===== config.mk =====
export PLATFORM = sky130hd
export DESIGN_NAME = mac_tx_frame
export DESIGN_NICKNAME = d
export VERILOG_FILES = /design/src/rtl/mac_tx_frame.sv
export SDC_FILE = /design/constraint.sdc
export NUM_CORES = 1
export LEC_CHECK = 0
export ABC_AREA = 1
export CORE_ASPECT_RATIO = 1.75
export CORE_UTILIZATION = 55
export CTS_BUF_LIST = sky130_fd_sc_hd__clkbuf_4
export CTS_CLUSTER_SIZE = 14
export DETAILED_ROUTE_END_ITERATION = 8
export PLACE_DENSITY = 0.84
export SLEW_MARGIN = 5
export SYNTH_ARGS = -nofsm -noshare
export SYNTH_HDL_FRONTEND = slang
export SYNTH_SLANG_ARGS = --single-unit
export TNS_END_PERCENT = 10

===== constraint.sdc =====
create_clock -name clk -period 2.15 [get_ports clk]
set_input_delay 0.43 -clock clk [delete_from_list [all_inputs] [get_ports clk]]
set_output_delay 0.43 -clock clk [all_outputs]
set_load 0.01 [all_outputs]

===== src/rtl/mac_tx_frame.sv =====
// mac_tx_frame
//
// Ethernet transmit framer placed after the port/ARP/IGMP transmit manager.
// On a request it grants with a one-cycle ApplyReply and latches one byte
// source (IGMPv3 > ARP > UDP). It then emits one contiguous GMII burst:
// preamble, SFD, payload, zero pad up to MIN_FRAME, and a CRC-32 FCS sent
// LSB first. After IFG_BYTES idle cycles it pulses MacTxOver.
//
// Parameters
//   MIN_FRAME  minimum payload+pad bytes ahead of the FCS (1..1514)
//   MAX_FRAME  payload byte limit; reaching it without Last truncates
//   IFG_BYTES  idle cycles after the FCS (1..255)
//
// Ports
//   clk, rst                  byte clock, asynchronous active-high reset
//   ApplyMacTx                transmit request level (sampled in IDLE only)
//   StartIGMPv3Send,
//   ARPDaEnToSend,
//   UDPDaEnToSend             source-select levels
//   ApplyReply                one-cycle grant pulse
//   MacTxOver                 one-cycle pulse at the end of the gap
//   IgmpTxRd/ArpTxRd/UdpTxRd  show-ahead byte-read strobes
//   *TxData, *TxLast          source byte and last-byte flag, valid with Rd
//   TxEn, TxD                 registered GMII transmit enable and data
//   TruncErr                  one-cycle pulse when a frame is cut at MAX_FRAME
//
// The state name describes what TxEn/TxD show in that cycle; the
// combinational block decides what the output register loads for the
// following cycle.

module mac_tx_frame #(
  parameter int MIN_FRAME = 60,
  parameter int MAX_FRAME = 1514,
  parameter int IFG_BYTES = 12
) (
  input  logic       clk,
  input  logic       rst,
  input  logic       ApplyMacTx,
  input  logic       StartIGMPv3Send,
  input  logic       ARPDaEnToSend,
  input  logic       UDPDaEnToSend,
  output logic       ApplyReply,
  output logic       MacTxOver,
  output logic       IgmpTxRd,
  output logic       ArpTxRd,
  output logic       UdpTxRd,
  input  logic [7:0] IgmpTxData,
  input  logic [7:0] ArpTxData,
  input  logic [7:0] UdpTxData,
  input  logic       IgmpTxLast,
  input  logic       ArpTxLast,
  input  logic       UdpTxLast,
  output logic       TxEn,
  output logic [7:0] TxD,
  output logic       TruncErr
);

  localparam logic [10:0] MAX_CNT  = 11'(MAX_FRAME - 1);
  localparam logic [10:0] MIN_CNT  = 11'(MIN_FRAME);
  localparam logic [7:0]  IFG_LAST = 8'(IFG_BYTES - 1);
  localparam logic [7:0]  PRE_LAST = 8'd6;
  localparam logic [7:0]  BYTE_PRE = 8'h55;
  localparam logic [7:0]  BYTE_SFD = 8'hD5;

  typedef enum logic [2:0] {
    IDLE, GRANT, PRE, SFD, DATA, PAD, FCS, IFG
  } state_t;

  typedef enum logic [1:0] {
    SRC_IGMP, SRC_ARP, SRC_UDP
  } src_t;

  // Reflected CRC-32 (poly 0x04C11DB7, reflected constant 0xEDB88320),
  // one byte per call, LSB of the byte first.
  function automatic logic [31:0] crcByte(input logic [31:0] c, input logic [7:0] d);
    logic [31:0] r;
    r = c ^ {24'h0, d};
    for (int i = 0; i < 8; i++) begin
      r = r[0] ? ((r >> 1) ^ 32'hEDB88320) : (r >> 1);
    end
    return r;
  endfunction

  state_t      state, stateNxt;
  src_t        src, srcNxt;
  logic [7:0]  phaseCnt, phaseNxt;   // PRE index, FCS byte index, IFG count
  logic [10:0] byteCnt, byteNxt;     // payload+pad bytes emitted
  logic        moreData, moreNxt;    // source still has bytes to read
  logic [31:0] crc, crcNxt;
  logic [31:0] fcsWord;
  logic        rdStrobe;
  logic        selAny;
  logic [7:0]  curData;
  logic        curLast;
  logic        txEn_p1, txEnNxt;
  logic [7:0]  txDat_p1, txDatNxt;
  logic        truncErr_p1, truncNxt;

  assign selAny  = StartIGMPv3Send | ARPDaEnToSend | UDPDaEnToSend;
  assign fcsWord = ~crc;

  always_comb begin
    curData = UdpTxData;
    curLast = UdpTxLast;
    case (src)
      SRC_IGMP: begin curData = IgmpTxData; curLast = IgmpTxLast; end
      SRC_ARP:  begin curData = ArpTxData;  curLast = ArpTxLast;  end
      default:  begin curData = UdpTxData;  curLast = UdpTxLast;  end
    endcase
  end

  // Next-state and datapath decode
  always_comb begin
    stateNxt = state;
    srcNxt   = src;
    phaseNxt = phaseCnt;
    byteNxt  = byteCnt;
    moreNxt  = moreData;
    crcNxt   = crc;
    txEnNxt  = 1'b0;
    txDatNxt = 8'h00;
    truncNxt = 1'b0;
    rdStrobe = 1'b0;

    case (state)
      IDLE: begin
        if (ApplyMacTx && selAny) begin
          stateNxt = GRANT;
          if (StartIGMPv3Send)    srcNxt = SRC_IGMP;
          else if (ARPDaEnToSend) srcNxt = SRC_ARP;
          else                    srcNxt = SRC_UDP;
        end
      end

      GRANT: begin
        stateNxt = PRE;
        phaseNxt = 8'd0;
        byteNxt  = 11'd0;
        crcNxt   = 32'hFFFFFFFF;
        moreNxt  = 1'b1;
        txEnNxt  = 1'b1;
        txDatNxt = BYTE_PRE;
      end

      PRE: begin
        txEnNxt = 1'b1;
        if (phaseCnt == PRE_LAST) begin
          txDatNxt = BYTE_SFD;
          stateNxt = SFD;
        end else begin
          txDatNxt = BYTE_PRE;
          phaseNxt = phaseCnt + 8'd1;
        end
      end

      // SFD on the wire is also the first read cycle; thereafter each
      // DATA cycle reads the byte that goes out next. Once the source is
      // exhausted the same branch chooses between pad and FCS.
      SFD, DATA, PAD: begin
        txEnNxt = 1'b1;
        if (moreData) begin
          rdStrobe = 1'b1;
          txDatNxt = curData;
          crcNxt   = crcByte(crc, curData);
          byteNxt  = byteCnt + 11'd1;
          stateNxt = DATA;
          if (curLast || (byteCnt == MAX_CNT)) begin
            moreNxt  = 1'b0;
            truncNxt = ~curLast;
          end
        end else if (byteCnt < MIN_CNT) begin
          txDatNxt = 8'h00;
          crcNxt   = crcByte(crc, 8'h00);
          byteNxt  = byteCnt + 11'd1;
          stateNxt = PAD;
        end else begin
          txDatNxt = fcsWord[7:0];
          phaseNxt = 8'd0;
          stateNxt = FCS;
        end
      end

      FCS: begin
        if (phaseCnt[1:0] == 2'd3) begin
          stateNxt = IFG;
          phaseNxt = 8'd0;
        end else begin
          txEnNxt  = 1'b1;
          phaseNxt = phaseCnt + 8'd1;
          case (phaseCnt[1:0])
            2'd0:    txDatNxt = fcsWord[15:8];
            2'd1:    txDatNxt = fcsWord[23:16];
            default: txDatNxt = fcsWord[31:24];
          endcase
        end
      end

      IFG: begin
        if (phaseCnt == IFG_LAST) stateNxt = IDLE;
        else                      phaseNxt = phaseCnt + 8'd1;
      end

      default: stateNxt = IDLE;
    endcase
  end

  // Stage p1: state, counters, CRC and the registered GMII outputs
  always_ff @(posedge clk or posedge rst) begin
    if (rst) begin
      state       <= IDLE;
      src         <= SRC_UDP;
      phaseCnt    <= 8'd0;
      byteCnt     <= 11'd0;
      moreData    <= 1'b0;
      crc         <= 32'hFFFFFFFF;
      txEn_p1     <= 1'b0;
      txDat_p1    <= 8'h00;
      truncErr_p1 <= 1'b0;
    end else begin
      state       <= stateNxt;
      src         <= srcNxt;
      phaseCnt    <= phaseNxt;
      byteCnt     <= byteNxt;
      moreData    <= moreNxt;
      crc         <= crcNxt;
      txEn_p1     <= txEnNxt;
      txDat_p1    <= txDatNxt;
      truncErr_p1 <= truncNxt;
    end
  end

  assign ApplyReply = (state == GRANT);
  assign MacTxOver  = (state == IFG) && (phaseCnt == IFG_LAST);
  assign IgmpTxRd   = rdStrobe && (src == SRC_IGMP);
  assign ArpTxRd    = rdStrobe && (src == SRC_ARP);
  assign UdpTxRd    = rdStrobe && (src == SRC_UDP);
  assign TxEn       = txEn_p1;
  assign TxD        = txDat_p1;
  assign TruncErr   = truncErr_p1;

endmodule


After elaboration in Yosys (flattened, before gate mapping). Cells that the tools add are included.

Register bits: 67. Bits of input ports: 33. Word-level logic and storage cells: 128.

Order comparisons: 1. Multiplexer cells: 55. Bitwise operators: 21. Add/sub/neg operators: 2. Reductions and logical operators: 17. Equality and inequality tests: 23.

Operators by type and width (number): $mux 32 (18); $not 13->14 (16); $mux 8 (9); $pmux 32 s2 (1); $pmux 8 s5 (1); $not 32->32 (1); $pmux 8 s2 (2); $pmux 8 s4 (1); $xor 32x8->32 (1); $mux 11 (2); $pmux 11 s2 (1); $pmux 3 s6 (1); $ne 2x2->1 const B (8); $eq 3x3->1 const B (4); $mux 3 (4); $add 11x1->11 const B (1); $eq 11x11->1 const B (1); $lt 11x6->1 const B (1); $add 8x1->8 const B (1); $eq 8x3->1 const B (1); $eq 8x4->1 const B (1); $mux 1 (8); $mux 2 (4); $eq 3x2->1 const B (2); other kinds (18) (29).

Longest topological paths before layout.
Depth after elaboration: 21. Depth in mapped cells: 16. Gate-level depth less buffers: 16.

Least setup slack after synthesis. Ideal clock, no wire load.

Path kind: register to register. Start: register crc[0]. End: register crc[19]. Slack: 0.197 ns. Library setup time: 0.073 ns. Stages on the path, launching flop included: 10. Arrival time: 1.880 ns. Clock period less this slack: 1.953 ns. Cells stage by stage: dfstp_2 -> buf_2 -> nand2_1 -> nand2_2 -> xor2_1 -> xor2_1 -> xor2_1 -> o21ai_0 -> inv_1 -> a21oi_1.

Longest elaborated chain between the ends: 16. Elaborated cells on any way between the ends: 30.

RTL lines: from (decl) (RTL line 89) `logic [31:0] crc, crcNxt;`; from (signal assigned) (RTL line 225) `crc <= crcNxt;`; $mux 32 / $xor 32x8->32 (equally long branches) (RTL line 79, 77); $mux 32 (RTL line 79) `r = r[0] ? ((r >> 1) ^ 32'hEDB88320) : (r >> 1);`; $not 13->14 (no line) / $mux 32 (equally long branches); $mux 32 / $not 13->14 (equally long branches); $not 13->14 (no line) / $mux 32 (equally long branches); $mux 32 / $not 13->14 (equally long branches); $mux 32 (RTL line 79); $not 13->14 (no line) / $mux 32 (equally long branches); $mux 32 / $not 13->14 (equally long branches); $not 13->14 (no line) / $mux 32 (equally long branches); $mux 32 / $not 13->14 (equally long branches); $not 13->14 (no line) / $mux 32 (equally long branches); $mux 32 / $not 13->14 (equally long branches); $mux 32, on equally long branches (RTL line 171, 79); $mux 32 * (RTL line 161) `if (moreData) begin`; $pmux 32 s2 * (RTL line 125) `case (state)`.

Mark *: on every way between the ends. The rest lies on a longest branch, timed or not. The select of a mux whose other input is x is not followed. A chain may end at the register's enable or synchronous reset.

Worst setup path in the final report.
Start: register crc[4]. End: register crc[21].

Longest elaborated chain between the ends: 13. Elaborated cells on any way between the ends: 24.

RTL lines (RTL line): $xor 32x8->32 / $mux 32 (equally long branches) (77, 79); $mux 32 (4 in a row) (79); $mux 32 / $not 13->14 (equally long branches); $not 13->14 (no line) / $mux 32 (equally long branches); $mux 32 (79); $mux 32 / $not 13->14 (equally long branches); $not 13->14 (no line) / $mux 32 (equally long branches); $mux 32, on equally long branches (79, 171); $mux 32 * (161); $pmux 32 s2 * (125).

Marked as above.

==> results.toml <==
[synthesis]
synth-xor-area-share_pct = 11.1
synth_enable_flop_cells = 0
mappedNetlistNets = 878
synth_area_um2 = 5590
synth_top_area_share_pct = 15.5
post_synth.cell_area_avg_um2 = 6.67
async_reset_ff_share_pct = 100
synthCells = 838
largest_family_of_logic_cells_by_synthesized_area = "simple AND/OR/NAND/NOR gates"
netlist.top_cell.by_area = "dfstp_2"
synth-warning-count = 0
synth-simple-area-share_pct = 32.1
yosysSeqAreaShare_pct = 30.7
synth_area_in_compound_gates_pct = 14.2
yosys_most_used_dff = "dfrtp_1"
synth_cell_type_count = 46
top_count_cell_post_synth = "nand2_1"
synth.top_cells.by_count = "nand2_1 (223), inv_1 (121), nor2_1 (66)"
synthAdderAreaFrac_pct = 1.57
synth_top_cells_by_area = "dfstp_2 (16%), dfrtp_1 (15%), nand2_1 (15%), xor2_1 (9.2%), inv_1 (8.1%)"
yosys_register_bits = 67
synthMuxAreaShare_pct = 0

[die]
die_height_um = 135
start_util_pct = 56.7
placement_rows = 48
pin_count = 48
fp.dieW_um = 78.2
core-area_um2 = 9850
dieArea_um2 = 10600

[worst_setup_path]
timing.critical_path.buf_inv = 3
slowest_stage = "dfstp_2"
crit_fanout = 7
critical_path.endpoint_type = "flip-flop"
critical-path-max-stage-delay_ns = 0.70
crit_cells = 10
path_class = "reg2reg"
required_ns = 2.54
timing.reg2reg.worst_path_depth = 10
critical_path_arrival_ns = 2.63
critical_path_cell_sequence = "inv_1 > nand2_1 > nand2_1 > xor2_1 > inv_1 > a21oi_1 > o21ai_0 > nand2_1 > inv_1 > a22oi_1"
kind_of_cell_adding_the_most_delay_to_the_critical_path = "flip-flops"
worstSetupStartpointType = "flip-flop"

[timing]
max_freq_mhz = 446
setup_ws_ns = -0.0940
timing.slew.headroom_pct = 66.8
timing.final.crit_share_pct = 104
timing_max_transition_violations_final = 0
setup_violations = 3
worst-slew-pin-transition_ns = 0.495
hold_ws_ns = 0.329
timing.final.crit_period_ns = 2.24
clock-skew-final_ns = 0.0231
final-hold-violation-count = 0
unrepaired_setup_endpoints_after_global_routing = "yes"

[power_and_ir_drop]
switching_share_pct = 50.0
power_leakage_nw = 3.74
irDropWorstVdd_mv = 0.823
power-per-cell-area_nw_per_um2 = 1620
p_total_mw = 12.1
part_of_the_total_power_dissipated_in_sequential_elements_pct = 20.6
power_switching_mw = 6.04
combPwrFrac_pct = 70.1
clockPowerShare_pct = 9.2
cell_internal_pwr_mw = 6.03

[clock_network]
cts_root_buf = "clkbuf_4"
cts_htree_levels = 3
cts.clk_slew.worst_paths_ns = 0.14
cts_made_buffers = 9
max_root_sink_buffers = 2
cts.sinks = 67
ctsHoldBuffers = 0
clkLatencyLatePin_ns = 0.48
cts_tree = "yes"

[layout]
finalNonFillerCells = 1103
fin_nets = 1012
layout_utilization_pct = 75.8
drive_above_1_share_pct = 26.0
syn2layout_area_growth_pct = 33.6
nFillCells = 744

[drt]
drtPass1Iterations = 7
drt_drc_violations_left = 0
dr.first_iter.drc_count = 829
wirelength_um = 21200
antenna_violating_nets_post_route = 0
vias_per_cell = 5.96
avgRoutedWirePerCell_um = 19.2
detailroute.via_count = 6573

[grt]
largest_net_degree_at_the_start_of_global_routing = 68
grt_pass1_vias = 6324
overflow = 0
antenna_found_initial = 1
grt_first_pass_wirelength_um = 31200
gr-usage-all-layers_pct = 39.8

[hold_path]
worst_min_delay_path_category = "in2async"

[placement]
dpl.hpwl_um = 15000
place_inst = 1072
gp_congestion = 1.09
numPortBuffers = 47

[outcome]
outcome = "finished, violations left"
violations = "setup timing"

[run]
max_cap_viol_count = 0
## what timing repair did
action | CTS | global route
buffers inserted | 2 | 11
gates resized for setup | 25 | 83
pin swaps | 1 | 16
endpoints found under the setup margin | 15 | 34
gates cloned | 0 | 1
## per-layer routing
| metal | up-vias | global-route usage [%] | routed length (µm) |
|---|---|---|---|
| met4 | 0 | 34.6 | 2040 |
| met2 | 394 | 69.8 | 10500 |
| met1 | 3033 | 39.1 | 6930 |
| li1 | 2972 | - | - |
| met5 | - | 0 | 0 |
| met3 | 174 | 8.08 | 1650 |
## kinds of logic (layout without fill, tap and decap cells)
kind of cell,Yosys count,in the layout
other cells,0,1
fa+ha+maj,7,7
compound gates,137,137
xor+xnor,70,70
simple gates,408,409
buf+inv,149,287
flops,67,67
## power by group through the flow
stage	Clock, mW	Sequential [mW]	Combinational, mW
2_1_floorplan	0	2.15	5.19
3_3_place_gp	0	2.46	7.17
3_5_place_dp	0	2.46	7.28
4_1_cts	1.11	2.44	7.38
5_1_grt	1.16	2.51	9.27
6_report	1.12	2.49	8.47
## sequential cells by signal (all words and copies together) (netlist names)
name      cells
TruncErr      1
TxEn          1
state         3
TxD           8
byteCnt      11
src           2
crc          32
moreData      1
phaseCnt      8
## tightest hold or removal path: cells and delay by family
kind | cells | cell delay (ns)
buffers and inverters | 3 | 0.78
## per-stage QoR
stage | setup TNS [ns] | instance area [µm²] | setup slack (ns)
after floorplan | 0 | 5590 | 0.0915
final | -0.110 | 7460 | -0.0940
after global placement | -1.35 | 6820 | -0.218
after global routing | -2.29 | 7460 | -0.241
after CTS | -0.264 | 7070 | -0.0810
after detailed placement | -2.09 | 6820 | -0.225
## final timing paths
path                       startpoint  endpoint  slack, ns
min                               rst    TxD[4]       0.33
min in group clk              crc[11]   crc[11]       0.49
min reg2reg                   crc[11]   crc[11]       0.49
max reg2reg                    crc[4]   crc[21]      -0.09
max                            crc[4]   crc[21]      -0.09
max in group asynchronous         rst   crc[24]       1.45
## cell usage in the layout, fill, tap and decap left out, drive strengths merged
master         Yosys  layout
o31ai              2       2
bufinv             0       3
clkinv             1       3
nor3              14      14
ha                 7       7
dfrtp             34      34
nor3b              1       1
a32o               1       1
o22ai             12      12
o21ai             47      47
buf                7      99
o21bai             1       1
o2111ai            4       4
a22oi              6       6
nand3             47      47
nand4             22      22
clkinvlp           0       1
diode              0       1
o221ai             5       5
clkdlybuf4s15      0       1
clkbuf            14       9
a21oi             44      44
nand2            239     239
nand3b             3       3
xor2              59      59
a211oi             3       3
a221oi             1       1
dfstp             33      33
o211ai             3       3
clkdlybuf4s50      0      42
or2               11      11
nor4               1       1
inv              127     128
a31oi              6       6
nor2              70      71
dlygate4sd2        0       1
a32oi              2       2
xnor2             11      11
## layout make-up
cell class                 instances  area (µm²)  share of cell area (%)
antenna                            1        2.50                  0.0335
clock buffer                       9        67.6                   0.905
clock inverter                     7         115                    1.54
inverter                         128         480                    6.44
multi-input combinational        623        3660                    49.0
sequential                        67        1720                    23.0
tap                              125         156                    2.10
timing repair buffer             143        1270                    17.0
No activity file was read; power rests on OpenSTA's default activity.
